[src/rtl/pipe_pkg.sv]
// Shared ISA constants for the 5-stage pipeline interlock: opcodes, field slices and FSM states.
package pipe_pkg;

    localparam logic [4:0] OP_ADD  = 5'd0;
    localparam logic [4:0] OP_SUB  = 5'd1;
    localparam logic [4:0] OP_MUL  = 5'd2;
    localparam logic [4:0] OP_DIV  = 5'd3;
    localparam logic [4:0] OP_MOD  = 5'd4;
    localparam logic [4:0] OP_CMP  = 5'd5;
    localparam logic [4:0] OP_AND  = 5'd6;
    localparam logic [4:0] OP_OR   = 5'd7;
    localparam logic [4:0] OP_NOT  = 5'd8;
    localparam logic [4:0] OP_MOV  = 5'd9;
    localparam logic [4:0] OP_LSL  = 5'd10;
    localparam logic [4:0] OP_LSR  = 5'd11;
    localparam logic [4:0] OP_ASR  = 5'd12;
    localparam logic [4:0] OP_NOP  = 5'd13;
    localparam logic [4:0] OP_LD   = 5'd14;
    localparam logic [4:0] OP_ST   = 5'd15;
    localparam logic [4:0] OP_BEQ  = 5'd16;
    localparam logic [4:0] OP_BGT  = 5'd17;
    localparam logic [4:0] OP_B    = 5'd18;
    localparam logic [4:0] OP_CALL = 5'd19;
    localparam logic [4:0] OP_RET  = 5'd20;

    localparam logic [31:0] NOP_WORD = {OP_NOP, 27'd0};
    localparam logic [3:0]  RA_REG   = 4'd15;

    localparam int OPC_HI  = 31;
    localparam int OPC_LO  = 27;
    localparam int IMM_BIT = 26;
    localparam int RD_HI   = 25;
    localparam int RD_LO   = 22;
    localparam int RS1_HI  = 21;
    localparam int RS1_LO  = 18;
    localparam int RS2_HI  = 17;
    localparam int RS2_LO  = 14;

    typedef enum logic [1:0] {
        RUN      = 2'd0,
        LU_STALL = 2'd1,
        MC_BUSY  = 2'd2
    } state_e;

    function automatic logic is_mc_op(input logic [4:0] op);
        return (op == OP_MUL) || (op == OP_DIV);
    endfunction

endpackage

[src/rtl/pipeline_interlock_ctrl_instr_regs_decode.sv]
// Register-usage decode of one instruction word: which sources it reads and which register it writes.
module instr_regs_decode
    import pipe_pkg::*;
(
    input  logic [31:0] instr,
    output logic        reads_src1,
    output logic        reads_src2,
    output logic [3:0]  src1,
    output logic [3:0]  src2,
    output logic        writes,
    output logic [3:0]  dest
);

    logic [4:0] opc_s;
    logic       imm_s;
    logic [3:0] rd_s;
    logic       unused_imm_s;

    assign unused_imm_s = ^instr[13:0];

    // Field extraction and reader/writer classification
    always_comb begin
        opc_s      = instr[OPC_HI:OPC_LO];
        imm_s      = instr[IMM_BIT];
        rd_s       = instr[RD_HI:RD_LO];
        reads_src1 = !(opc_s inside {OP_NOP, OP_B, OP_BEQ, OP_BGT, OP_CALL, OP_NOT, OP_MOV});
        writes     = !(opc_s inside {OP_NOP, OP_CMP, OP_B, OP_ST, OP_BEQ, OP_BGT, OP_RET});
        if (opc_s == OP_RET) begin
            src1 = RA_REG;
        end else begin
            src1 = instr[RS1_HI:RS1_LO];
        end
        if (opc_s == OP_CALL) begin
            dest = RA_REG;
        end else begin
            dest = rd_s;
        end
        // Stores carry their data register in the rd slot
        case (opc_s)
            OP_ST: begin
                reads_src2 = 1'b1;
                src2       = rd_s;
            end
            OP_ADD, OP_SUB, OP_MUL, OP_DIV, OP_MOD, OP_AND, OP_OR,
            OP_LSL, OP_LSR, OP_ASR, OP_CMP, OP_NOT, OP_MOV: begin
                reads_src2 = !imm_s;
                src2       = instr[RS2_HI:RS2_LO];
            end
            default: begin
                reads_src2 = 1'b0;
                src2       = instr[RS2_HI:RS2_LO];
            end
        endcase
    end

endmodule

[src/rtl/pipeline_interlock_ctrl.sv]
// Pipeline interlock: EX/MA/RW latches, load-use and MUL/DIV stalls, branch flush and forwarding selects.
module pipeline_interlock_ctrl
    import pipe_pkg::*;
#(
    parameter int MC_LAT      = 4,
    parameter int STALL_CNT_W = 16
) (
    input  logic                   clk,
    input  logic                   rst_n,
    input  logic                   of_valid,
    input  logic [31:0]            of_instr,
    output logic                   of_ready,
    input  logic                   br_taken,
    output logic                   of_flush,
    output logic [31:0]            ex_instr,
    output logic [31:0]            ma_instr,
    output logic [31:0]            rw_instr,
    output logic [1:0]             fwd_a_sel,
    output logic [1:0]             fwd_b_sel,
    output logic [STALL_CNT_W-1:0] stall_cnt
);

    localparam int MC_CNT_W = (MC_LAT > 2) ? $clog2(MC_LAT) : 1;

    state_e                 state_q, state_d;
    logic [31:0]            ex_q, ex_d, ma_q, ma_d, rw_q, rw_d;
    logic [MC_CNT_W-1:0]    mc_cnt_q, mc_cnt_d;
    logic [STALL_CNT_W-1:0] stall_cnt_q, stall_cnt_d;
    logic                   rw_writes_q;
    logic [3:0]             rw_dest_q;
    logic                   of_ready_s, of_flush_s, lu_hazard_s, ma_is_ld_s;

    logic       of_rs1_s, of_rs2_s, of_wr_s, ex_rs1_s, ex_rs2_s, ex_wr_s;
    logic       ma_rs1_s, ma_rs2_s, ma_wr_s;
    logic [3:0] of_src1_s, of_src2_s, of_dest_s, ex_src1_s, ex_src2_s, ex_dest_s;
    logic [3:0] ma_src1_s, ma_src2_s, ma_dest_s;
    logic       unused_dec_s;

    instr_regs_decode u_dec_of (
        .instr(of_instr), .reads_src1(of_rs1_s), .reads_src2(of_rs2_s),
        .src1(of_src1_s), .src2(of_src2_s), .writes(of_wr_s), .dest(of_dest_s)
    );
    instr_regs_decode u_dec_ex (
        .instr(ex_q), .reads_src1(ex_rs1_s), .reads_src2(ex_rs2_s),
        .src1(ex_src1_s), .src2(ex_src2_s), .writes(ex_wr_s), .dest(ex_dest_s)
    );
    // RW always receives MA, so RW's write info is MA's decode delayed by a cycle
    instr_regs_decode u_dec_ma (
        .instr(ma_q), .reads_src1(ma_rs1_s), .reads_src2(ma_rs2_s),
        .src1(ma_src1_s), .src2(ma_src2_s), .writes(ma_wr_s), .dest(ma_dest_s)
    );

    assign unused_dec_s = ^{of_wr_s, of_dest_s, ex_wr_s, ma_rs1_s, ma_rs2_s, ma_src1_s, ma_src2_s};

    // Stage advance, stall and flush decision
    always_comb begin
        state_d     = state_q;
        ex_d        = ex_q;
        ma_d        = ma_q;
        rw_d        = ma_q;
        mc_cnt_d    = mc_cnt_q;
        of_ready_s  = 1'b0;
        of_flush_s  = 1'b0;
        lu_hazard_s = (ex_q[OPC_HI:OPC_LO] == OP_LD) && of_valid &&
                      ((of_rs1_s && (of_src1_s == ex_dest_s)) ||
                       (of_rs2_s && (of_src2_s == ex_dest_s)));
        case (state_q)
            MC_BUSY: begin
                if (mc_cnt_q == MC_CNT_W'(0)) begin
                    ma_d    = ex_q;
                    ex_d    = NOP_WORD;
                    state_d = RUN;
                end else begin
                    ma_d     = NOP_WORD;
                    mc_cnt_d = mc_cnt_q - MC_CNT_W'(1);
                end
            end
            RUN, LU_STALL: begin
                if (is_mc_op(ex_q[OPC_HI:OPC_LO])) begin
                    ma_d     = NOP_WORD;
                    mc_cnt_d = MC_CNT_W'(MC_LAT - 2);
                    state_d  = MC_BUSY;
                end else if (br_taken) begin
                    of_flush_s = 1'b1;
                    of_ready_s = 1'b1;
                    ma_d       = ex_q;
                    ex_d       = NOP_WORD;
                    state_d    = RUN;
                end else if (lu_hazard_s) begin
                    ma_d    = ex_q;
                    ex_d    = NOP_WORD;
                    state_d = LU_STALL;
                end else begin
                    of_ready_s = 1'b1;
                    ma_d       = ex_q;
                    ex_d       = of_valid ? of_instr : NOP_WORD;
                    state_d    = RUN;
                end
            end
            default: begin
                state_d  = RUN;
                ex_d     = NOP_WORD;
                ma_d     = NOP_WORD;
                mc_cnt_d = MC_CNT_W'(0);
            end
        endcase
        if (of_valid && !of_ready_s && (stall_cnt_q != {STALL_CNT_W{1'b1}})) begin
            stall_cnt_d = stall_cnt_q + STALL_CNT_W'(1);
        end else begin
            stall_cnt_d = stall_cnt_q;
        end
    end

    // EX operand forwarding: MA beats RW; a load in MA never forwards
    always_comb begin
        ma_is_ld_s = (ma_q[OPC_HI:OPC_LO] == OP_LD);
        if (ex_rs1_s && ma_wr_s && !ma_is_ld_s && (ma_dest_s == ex_src1_s)) begin
            fwd_a_sel = 2'b01;
        end else if (ex_rs1_s && rw_writes_q && (rw_dest_q == ex_src1_s)) begin
            fwd_a_sel = 2'b10;
        end else begin
            fwd_a_sel = 2'b00;
        end
        if (ex_rs2_s && ma_wr_s && !ma_is_ld_s && (ma_dest_s == ex_src2_s)) begin
            fwd_b_sel = 2'b01;
        end else if (ex_rs2_s && rw_writes_q && (rw_dest_q == ex_src2_s)) begin
            fwd_b_sel = 2'b10;
        end else begin
            fwd_b_sel = 2'b00;
        end
    end

    // Pipeline state registers
    always_ff @(posedge clk or negedge rst_n) begin
        if (!rst_n) begin
            state_q     <= RUN;
            ex_q        <= NOP_WORD;
            ma_q        <= NOP_WORD;
            rw_q        <= NOP_WORD;
            mc_cnt_q    <= MC_CNT_W'(0);
            stall_cnt_q <= {STALL_CNT_W{1'b0}};
            rw_writes_q <= 1'b0;
            rw_dest_q   <= 4'd0;
        end else begin
            state_q     <= state_d;
            ex_q        <= ex_d;
            ma_q        <= ma_d;
            rw_q        <= rw_d;
            mc_cnt_q    <= mc_cnt_d;
            stall_cnt_q <= stall_cnt_d;
            rw_writes_q <= ma_wr_s;
            rw_dest_q   <= ma_dest_s;
        end
    end

    assign of_ready  = of_ready_s & rst_n;
    assign of_flush  = of_flush_s & rst_n;
    assign ex_instr  = ex_q;
    assign ma_instr  = ma_q;
    assign rw_instr  = rw_q;
    assign stall_cnt = stall_cnt_q;

endmodule
[config.mk]
export PLATFORM = sky130hd
export DESIGN_NAME = pipeline_interlock_ctrl
export DESIGN_NICKNAME = d
export VERILOG_FILES = /design/src/rtl/pipe_pkg.sv /design/src/rtl/pipeline_interlock_ctrl_instr_regs_decode.sv /design/src/rtl/pipeline_interlock_ctrl.sv
export SDC_FILE = /design/constraint.sdc
export NUM_CORES = 1
export LEC_CHECK = 0
export CORE_MARGIN = 5
export CORE_UTILIZATION = 25
export CTS_CLUSTER_DIAMETER = 40
export DETAILED_ROUTE_END_ITERATION = 8
export SYNTH_ARGS = -nofsm -noshare
export SYNTH_HDL_FRONTEND = slang
export SYNTH_SLANG_ARGS = --single-unit
export TNS_END_PERCENT = 20
[constraint.sdc]
create_clock -name clk -period 3.9 [get_ports clk]
set_input_delay 1.17 -clock clk [delete_from_list [all_inputs] [get_ports clk]]
set_output_delay 1.17 -clock clk [all_outputs]
set_load 0.005 [all_outputs]
==> key figures, run 1 <==
Synthesis
  • Cells after Synth: 426
  • Count of unique library cells instantiated by Yosys: 55
  • Number of nets in the synthesized netlist: 464
  • Largest cells by area after synthesis: dfrtp_1 56%, a22o_1 5.2%, dfstp_2 4.7%
  • Synthesized area per cell: 11.8 um2
  • Cell types with the highest counts after synthesis: 112 x dfrtp_1, 30 x a22o_1, 26 x and2_1
  • Sequential element share of the synthesized area: 0.606
  • FF+latch count, synth: 121
  • Share of Yosys cell area claimed by the top area cell type: 0.559
  • Largest area contributor in the netlist: dfrtp_1
  • Async SR Flop Fraction: 1.00
  • Number of synthesized flops with an enable pin: 0
  • Number of synthesis warnings: 0
  • Most used flip-flop cell after synthesis: dfrtp_1
  • Cell area after synthesis: 0.00501 mm2
  • Dominant cell by count in the synthesized netlist: dfrtp_1

Global routing
  • Maximum number of pins on one net before global-route repair: 57
  • GR Util All Layers: 0.138
  • Wire length of the first global-routing pass: 24200 um
  • Final global-route overflow total: 0
  • Number of global-route vias before repair: 4336
  • Antenna violations before repair: 3

STA
  • Max Freq: 248 MHz
  • Worst hold-check slack: 374 ps
  • Max-slew violations: 0
  • Period minus WS final: 4030 ps
  • Ratio of final minimum period to clock period: 1.03
  • Max-slew headroom: 0.384
  • Worst path setup slack after routing: -135 ps
  • Worst-case clock skew: 5.33 ps
  • Least-Margin Pin Slew: 921 ps
  • Unrepaired setup endpoints after global routing: true
  • Hold Vio Cnt, Final: 0
  • Final number of setup-violating endpoints: 2

Power
  • Static leakage power: 3.49 nW
  • Power density normalized to cell area: 444 mW/mm2
  • Final Power: 3.53 mW
  • IR drop worst, VDD: 278 uV

Hold path
  • Number of cells on the worst hold path: 0
  • Path class of the lowest-slack min-delay path: reg -> reg
  • Hold Crit Endpoint: rw_instr[21]
  • Hold Crit Start: ma_instr[21]

Finish
  • Footprint of the multi-input gates: 0.00201 mm2
  • Nets@finish: 668
  • Diodes inserted: 0
  • Filler cell count in the final layout: 1898
  • Layout overhead on the synthesized area: 58.6%
  • Register area: 0.00304 mm2
  • Layout cells sized above 1: 0.201

Setup path
  • Worst setup path class: in -> out
  • Required time worst endpoint: 2730 ps
  • Worst-path fanout max: 3
  • Crit path capture type: output pin
  • Critical path launch point type: input port
  • Max incr delay on CP: 320 ps
  • FF-to-FF setup slack: 950 ps
  • Crit path buf inv count: 2
  • Logic depth of the worst register-to-register path: 7
  • Critical-path top delay cell: mux2_4
  • Cell Chain, Critical Path: clkdlybuf4s15_2 -> nand4_1 -> nor2_2 -> mux2_4 -> a32oi_2 -> o211ai_2 -> a211oi_4 -> nor3b_2 -> buf_2
  • Number of gates on the worst path with buffers counted: 9
  • Data arrival time of the critical path: 2860 ps
  • Reg2Reg Launch Point: ex_instr[31]
  • R2r endpoint: ma_instr[1]
  • Cell family with most CP delay: compound AO/OA/AOI/OAI gates

Routing
  • Number of remaining DRC errors: 0
  • DRC marker count from the first detailed-route iteration: 233
  • Wire length after detailed routing: 15400 um
  • Post-detailed-route wirelength per cell: 16.9 um
  • Post-route ant nets: 0
  • First-pass iteration count of the detailed router: 4
  • Detailed-route via count: 4164
  • Vias per std cell: 4.59

Run status
  • Failing checks: setup timing
  • Status: finished, violations left

Clock network
  • Number of hold buffers added after CTS: 0
  • Number of sinks driven by the clock tree: 121
  • Clock slew seen by the registers of the worst setup and hold paths: 50 ps
  • Clk Tree Root Cell: clkbuf_16
  • Insertion delay to the later sink of the worst-skew pair: 410 ps
  • CTS buffer count: 17
  • TritonCTS clock tree: done
  • Worst-case clock buffer depth: 2
  • H-tree depth: 4

Floorplanning
  • Rows: 51
  • Count of pins on the block boundary: 154
  • Die width: 152 um
  • Effective utilization at floorplan: 0.256
  • Chip Height: 152 um
  • Core region area: 0.0196 mm2
  • Die footprint: 0.0230 mm2

Placed design
  • Placed wire-length estimate: 11400 um
  • Count of port buffers added during placement: 153
  • Minimum setup slack after placement: -1070 ps
  • Last weighted congestion value of the routability-driven placer: 0.876

Job
  • Number of max-capacitance violations reported: 0
-- cell usage in the layout, fill, tap and decap left out, drive strengths merged, types with 3 or more instances in the layout --
cell type,synthesis,final
dfrtp,112,112
nor2,23,23
xnor2,21,21
nand3,12,12
o21ai,20,20
a21oi,21,21
dlymetal6s2s,0,3
and2,26,26
xor2,8,8
nor4,5,5
buf,5,55
nor4b,4,4
clkbuf,13,23
a22o,30,30
nor3b,3,3
clkdlybuf4s50,0,137
dfstp,9,9
a31oi,3,3
nor3,16,16
nand2b,11,11
nand2,15,15
mux2i,4,4
dlygate4sd2,0,7
clkinv,0,5
bufinv,0,4
nor2b,5,5
or2,3,3
o22ai,6,6
inv,15,15
nand4,7,7
mux2,6,6
-- state kept, by name (all words and copies together), names as in the netlist --
| signal | count |
|---|---|
| mc_cnt_q | 2 |
| ex_instr | 32 |
| rw_instr | 32 |
| rw_dest_q | 4 |
| ma_instr | 32 |
| state_q | 2 |
| rw_writes_q | 1 |
| stall_cnt | 16 |
-- worst register-to-register path: cells and delay by family, from the launching register on --
| family | cells | cell delay [ps] |
|---|---|---|
| AND/OR/NAND/NOR | 5 | 1970 |
| flip-flops | 1 | 440 |
| buffers and inverters | 2 | 430 |
-- cells by family (layout without fill, tap and decap cells) --
group           Yosys count  after routing  share of synthesized area
buf+inv                  33            250                     0.0267
mux                      10             10                     0.0215
compound gates           96             96                      0.139
xor+xnor                 29             29                     0.0507
flops                   121            121                      0.606
fa+ha+maj                 3              3                    0.00699
simple gates            134            134                      0.149
-- worst max-delay path by stage --
stage	from	endpoint	slack, ps
final	of_instr[29]	of_ready	-130
after global routing	ex_instr[27]	fwd_a_sel[0]	-230
after CTS	ex_instr[29]	fwd_b_sel[1]	-210
after detailed placement	of_instr[28]	of_ready	-1070
after global placement	of_instr[28]	of_ready	-940
after floorplan	of_instr[28]	of_ready	10
-- layout make-up --
class,instances,area share
Clock inverter,9,0.0183
Multi-Input combinational cell,272,0.253
Tap cell,265,0.0417
Clock buffer,23,0.0588
Inverter,15,0.00708
Sequential cell,121,0.382
Timing Repair Buffer,203,0.239
-- stage by stage --
| stage | instances | setup TNS, ps | cell area [um2] | utilization |
|---|---|---|---|---|
| floorplan | 426 | 0 | 5030 | - |
| global placement | 874 | -1060 | 7190 | 0.367 |
| detailed placement | 874 | -1230 | 7190 | 0.367 |
| CTS | 908 | -635 | 7870 | 0.402 |
| global route | 908 | -609 | 7950 | 0.406 |
| finish | 908 | -187 | 7950 | 0.406 |
-- routing by layer --
metal,up-vias,GRT usage,part of all wire
met5,-,0,0.00085
met4,2,0.0517,0.020
met3,28,0.0458,0.070
met2,157,0.229,0.49
met1,2053,0.168,0.42
li1,1924,-,-
-- power breakdown --
part           leakage, nW  internal (mW)  switching, mW
Sequential            1.61           1.34         0.0710
Clock                0.305           1.10          0.539
Combinational         1.58          0.268          0.215
-- repair_timing --
| action | in CTS | in global routing |
|---|---|---|
| resized for setup | 40 | 17 |
| buffers inserted | 3 | 0 |
| endpoints found under the setup margin | 6 | 6 |
| pin swaps | 11 | 1 |
(Power assumes the default switching activity.)
==> inputs of run 2 (changes only) <==
Settings changed: CTS_BUF_LIST from default to sky130_fd_sc_hd__clkbuf_16.
==> run 2 against run 1 <==
  * Worst setup slack improved by 0.81 ps
  * Critical path type unchanged
  * Die area did not move
  * Total power fell by 1.5%
  * Global-route usage barely moved
  * Maximum frequency barely moved
  * Core utilization fell by 0.10 points
  * Highest routed layer unchanged
  * Hold slack got worse by 1.2 ps
  * The run still ends with setup timing left
==> key figures, run 2 (synthesis results as in run 1) <==
Run status
  • Status: finished, violations left
  • Failing checks: setup timing

Setup path
  • Cell Chain, Critical Path: clkdlybuf4s15_2 -> nand4_1 -> nor2_2 -> mux2_4 -> a32oi_2 -> o211ai_2 -> a211oi_4 -> nor3b_2 -> buf_2
  • R2r endpoint: ma_instr[1]
  • Critical-path top delay cell: mux2_4
  • Launch point of the critical path: of_instr[29]
  • Cell family with most CP delay: compound AO/OA/AOI/OAI gates
  • Required time worst endpoint: 2730 ps (about the same)
  • Worst setup path class: in -> out
  • Crit path capture type: output pin
  • Number of gates on the worst path with buffers counted: 9 (unchanged)
  • Worst-path fanout max: 3 (unchanged)
  • Crit path buf inv count: 2 (unchanged)
  • Reg2Reg Launch Point: ex_instr[31]
  • Data arrival time of the critical path: 2860 ps (about the same)
  • Max incr delay on CP: 320 ps (about the same)
  • FF-to-FF setup slack: 950 ps (about the same)
  • Logic depth of the worst register-to-register path: 7 (unchanged)
  • Worst setup path endpoint: of_ready
  • Critical path launch point type: input port

Clock network
  • Number of hold buffers added after CTS: 0 (unchanged)
  • Clk Tree Root Cell: clkbuf_16
  • H-tree depth: 4 (unchanged)
  • Number of sinks driven by the clock tree: 121 (unchanged)
  • Worst-case clock buffer depth: 2 (unchanged)
  • CTS buffer count: 17 (unchanged)
  • TritonCTS clock tree: done
  • Insertion delay to the later sink of the worst-skew pair: 410 ps (about the same)
  • Clock slew seen by the registers of the worst setup and hold paths: 50 ps (about the same)

Global routing
  • Wire length of the first global-routing pass: 24200 um (unchanged)
  • Antenna violations before repair: 3 (unchanged)
  • GR Util All Layers: 0.138 (about the same)
  • Number of global-route vias before repair: 4336 (unchanged)
  • Maximum number of pins on one net before global-route repair: 57 (unchanged)
  • Final global-route overflow total: 0 (unchanged)

Finish
  • Layout overhead on the synthesized area: 58.2%
  • Nets@finish: 668 (unchanged)
  • Leading cell type in the layout, fill and taps excluded: clkdlybuf4s50_1
  • Filler cell count in the final layout: 1900 (+0.11%)
  • Layout cells sized above 1: 0.198 (-0.00311)
  • Commonest cells after routing, fill and taps aside: 137 x clkdlybuf4s50_1, 112 x dfrtp_1, 49 x buf_4
  • Register area: 0.00304 mm2 (unchanged)
  • Diodes inserted: 0 (unchanged)
  • Footprint of the multi-input gates: 0.00201 mm2 (unchanged)

STA
  • Ratio of final minimum period to clock period: 1.03 (about the same)
  • Max-slew violations: 0 (unchanged)
  • Final number of setup-violating endpoints: 2 (unchanged)
  • Max Freq: 248 MHz (about the same)
  • Worst hold-check slack: 373 ps (-1.16 ps)
  • Max-slew headroom: 0.386 (+0.00211)
  • Least-Margin Pin Slew: 918 ps (-3.15 ps)
  • Worst-case clock skew: 6.94 ps (+1.61 ps)
  • Period minus WS final: 4030 ps (-0.807 ps)
  • Unrepaired setup endpoints after global routing: true
  • Worst path setup slack after routing: -134 ps (+0.807 ps)
  • Hold Vio Cnt, Final: 0 (unchanged)

Routing
  • Post-detailed-route wirelength per cell: 16.9 um (-0.34%)
  • Post-route ant nets: 0 (unchanged)
  • DRC marker count from the first detailed-route iteration: 255 (+9.4%)
  • Vias per std cell: 4.57 (-0.36%)
  • Number of remaining DRC errors: 0 (unchanged)
  • First-pass iteration count of the detailed router: 4 (unchanged)
  • Wire length after detailed routing: 15300 um (-0.34%)
  • Detailed-route via count: 4149 (-0.36%)

Floorplanning
  • Count of pins on the block boundary: 154 (unchanged)
  • Rows: 51 (unchanged)
  • Die footprint: 0.0230 mm2 (unchanged)
  • Die width: 152 um (unchanged)
  • Chip Height: 152 um (unchanged)
  • Effective utilization at floorplan: 0.256 (unchanged)
  • Core region area: 0.0196 mm2 (unchanged)

Placed design
  • Placed wire-length estimate: 11400 um (unchanged)
  • Last weighted congestion value of the routability-driven placer: 0.876 (unchanged)
  • Minimum setup slack after placement: -1070 ps (unchanged)
  • Count of port buffers added during placement: 153 (unchanged)

Job
  • Number of max-capacitance violations reported: 0 (unchanged)

Hold path
  • Path class of the lowest-slack min-delay path: reg -> reg

Power
  • IR drop worst, VDD: 277 uV (-0.34%)
  • Final Power: 3.48 mW (-1.5%)
  • Power density normalized to cell area: 439 mW/mm2 (-1.2%)
  • Static leakage power: 3.50 nW (+0.15%)
run 2: cell types whose count changed in the layout (fill, tap and decap cells not counted), sizes merged:
| cell | previous run | this run |
|---|---|---|
| clkinv | 5 | 7 |
| inv | 15 | 19 |
| clkbuf | 23 | 17 |
run 2: what timing repair did:
item,4_1_cts,5_1_grt
setup endpoints to repair,6,6
pin swaps,11,1
setup buffers,3,0
gates resized for setup,40,17
run 2: how the worst min path moves through the flow:
stage                             from            to  slack, ps  depth (start not counted)
after floorplan            ma_instr[0]   rw_instr[0]        380                          0
final                     ma_instr[21]  rw_instr[21]        370                          0
after global placement     ma_instr[7]   rw_instr[7]        360                          0
after global routing      ma_instr[13]  rw_instr[13]        390                          0
after detailed placement  ma_instr[13]  rw_instr[13]        360                          0
after CTS                 ma_instr[21]  rw_instr[21]        380                          0
run 2: layout make-up:
cell class,count,area share
sequential,121,0.383
inverter,15,0.00710
clock inverter,15,0.0211
clock buffer,17,0.0536
tap,265,0.0418
multi-input combinational,272,0.254
timing repair buffer,203,0.240
run 2: layer usage:
layer	global-route usage	wire, um	part of all wire	vias up
li1	-	-	-	1927
met1	0.168	6420	0.42	2040
met2	0.229	7470	0.49	150
met3	0.0458	1070	0.070	30
met4	0.0517	333	0.022	2
met5	0	13	0.00085	-
run 2: through the flow:
stage / cell area, um2 / TNS (ps) / std cells / utilization
floorplan: 5030 / 0 / 426 / -
global placement: 7190 / -1060 / 874 / 0.367
detailed placement: 7190 / -1230 / 874 / 0.367
CTS: 7850 / -639 / 908 / 0.401
global route: 7930 / -609 / 908 / 0.405
finish: 7930 / -178 / 908 / 0.405
run 2: power by group:
part,switching (mW),internal [mW],leakage (nW),total [mW]
combinational,0.215,0.268,1.58,0.483
clock,0.538,1.05,0.310,1.58
sequential,0.0711,1.34,1.61,1.41
run 2: worst reg2reg max path, delay by kind of cell (launching register included):
family | cells | cell delay, ps
AND/OR/NAND/NOR | 5 | 1970
buffers and inverters | 2 | 430
flip-flops | 1 | 440
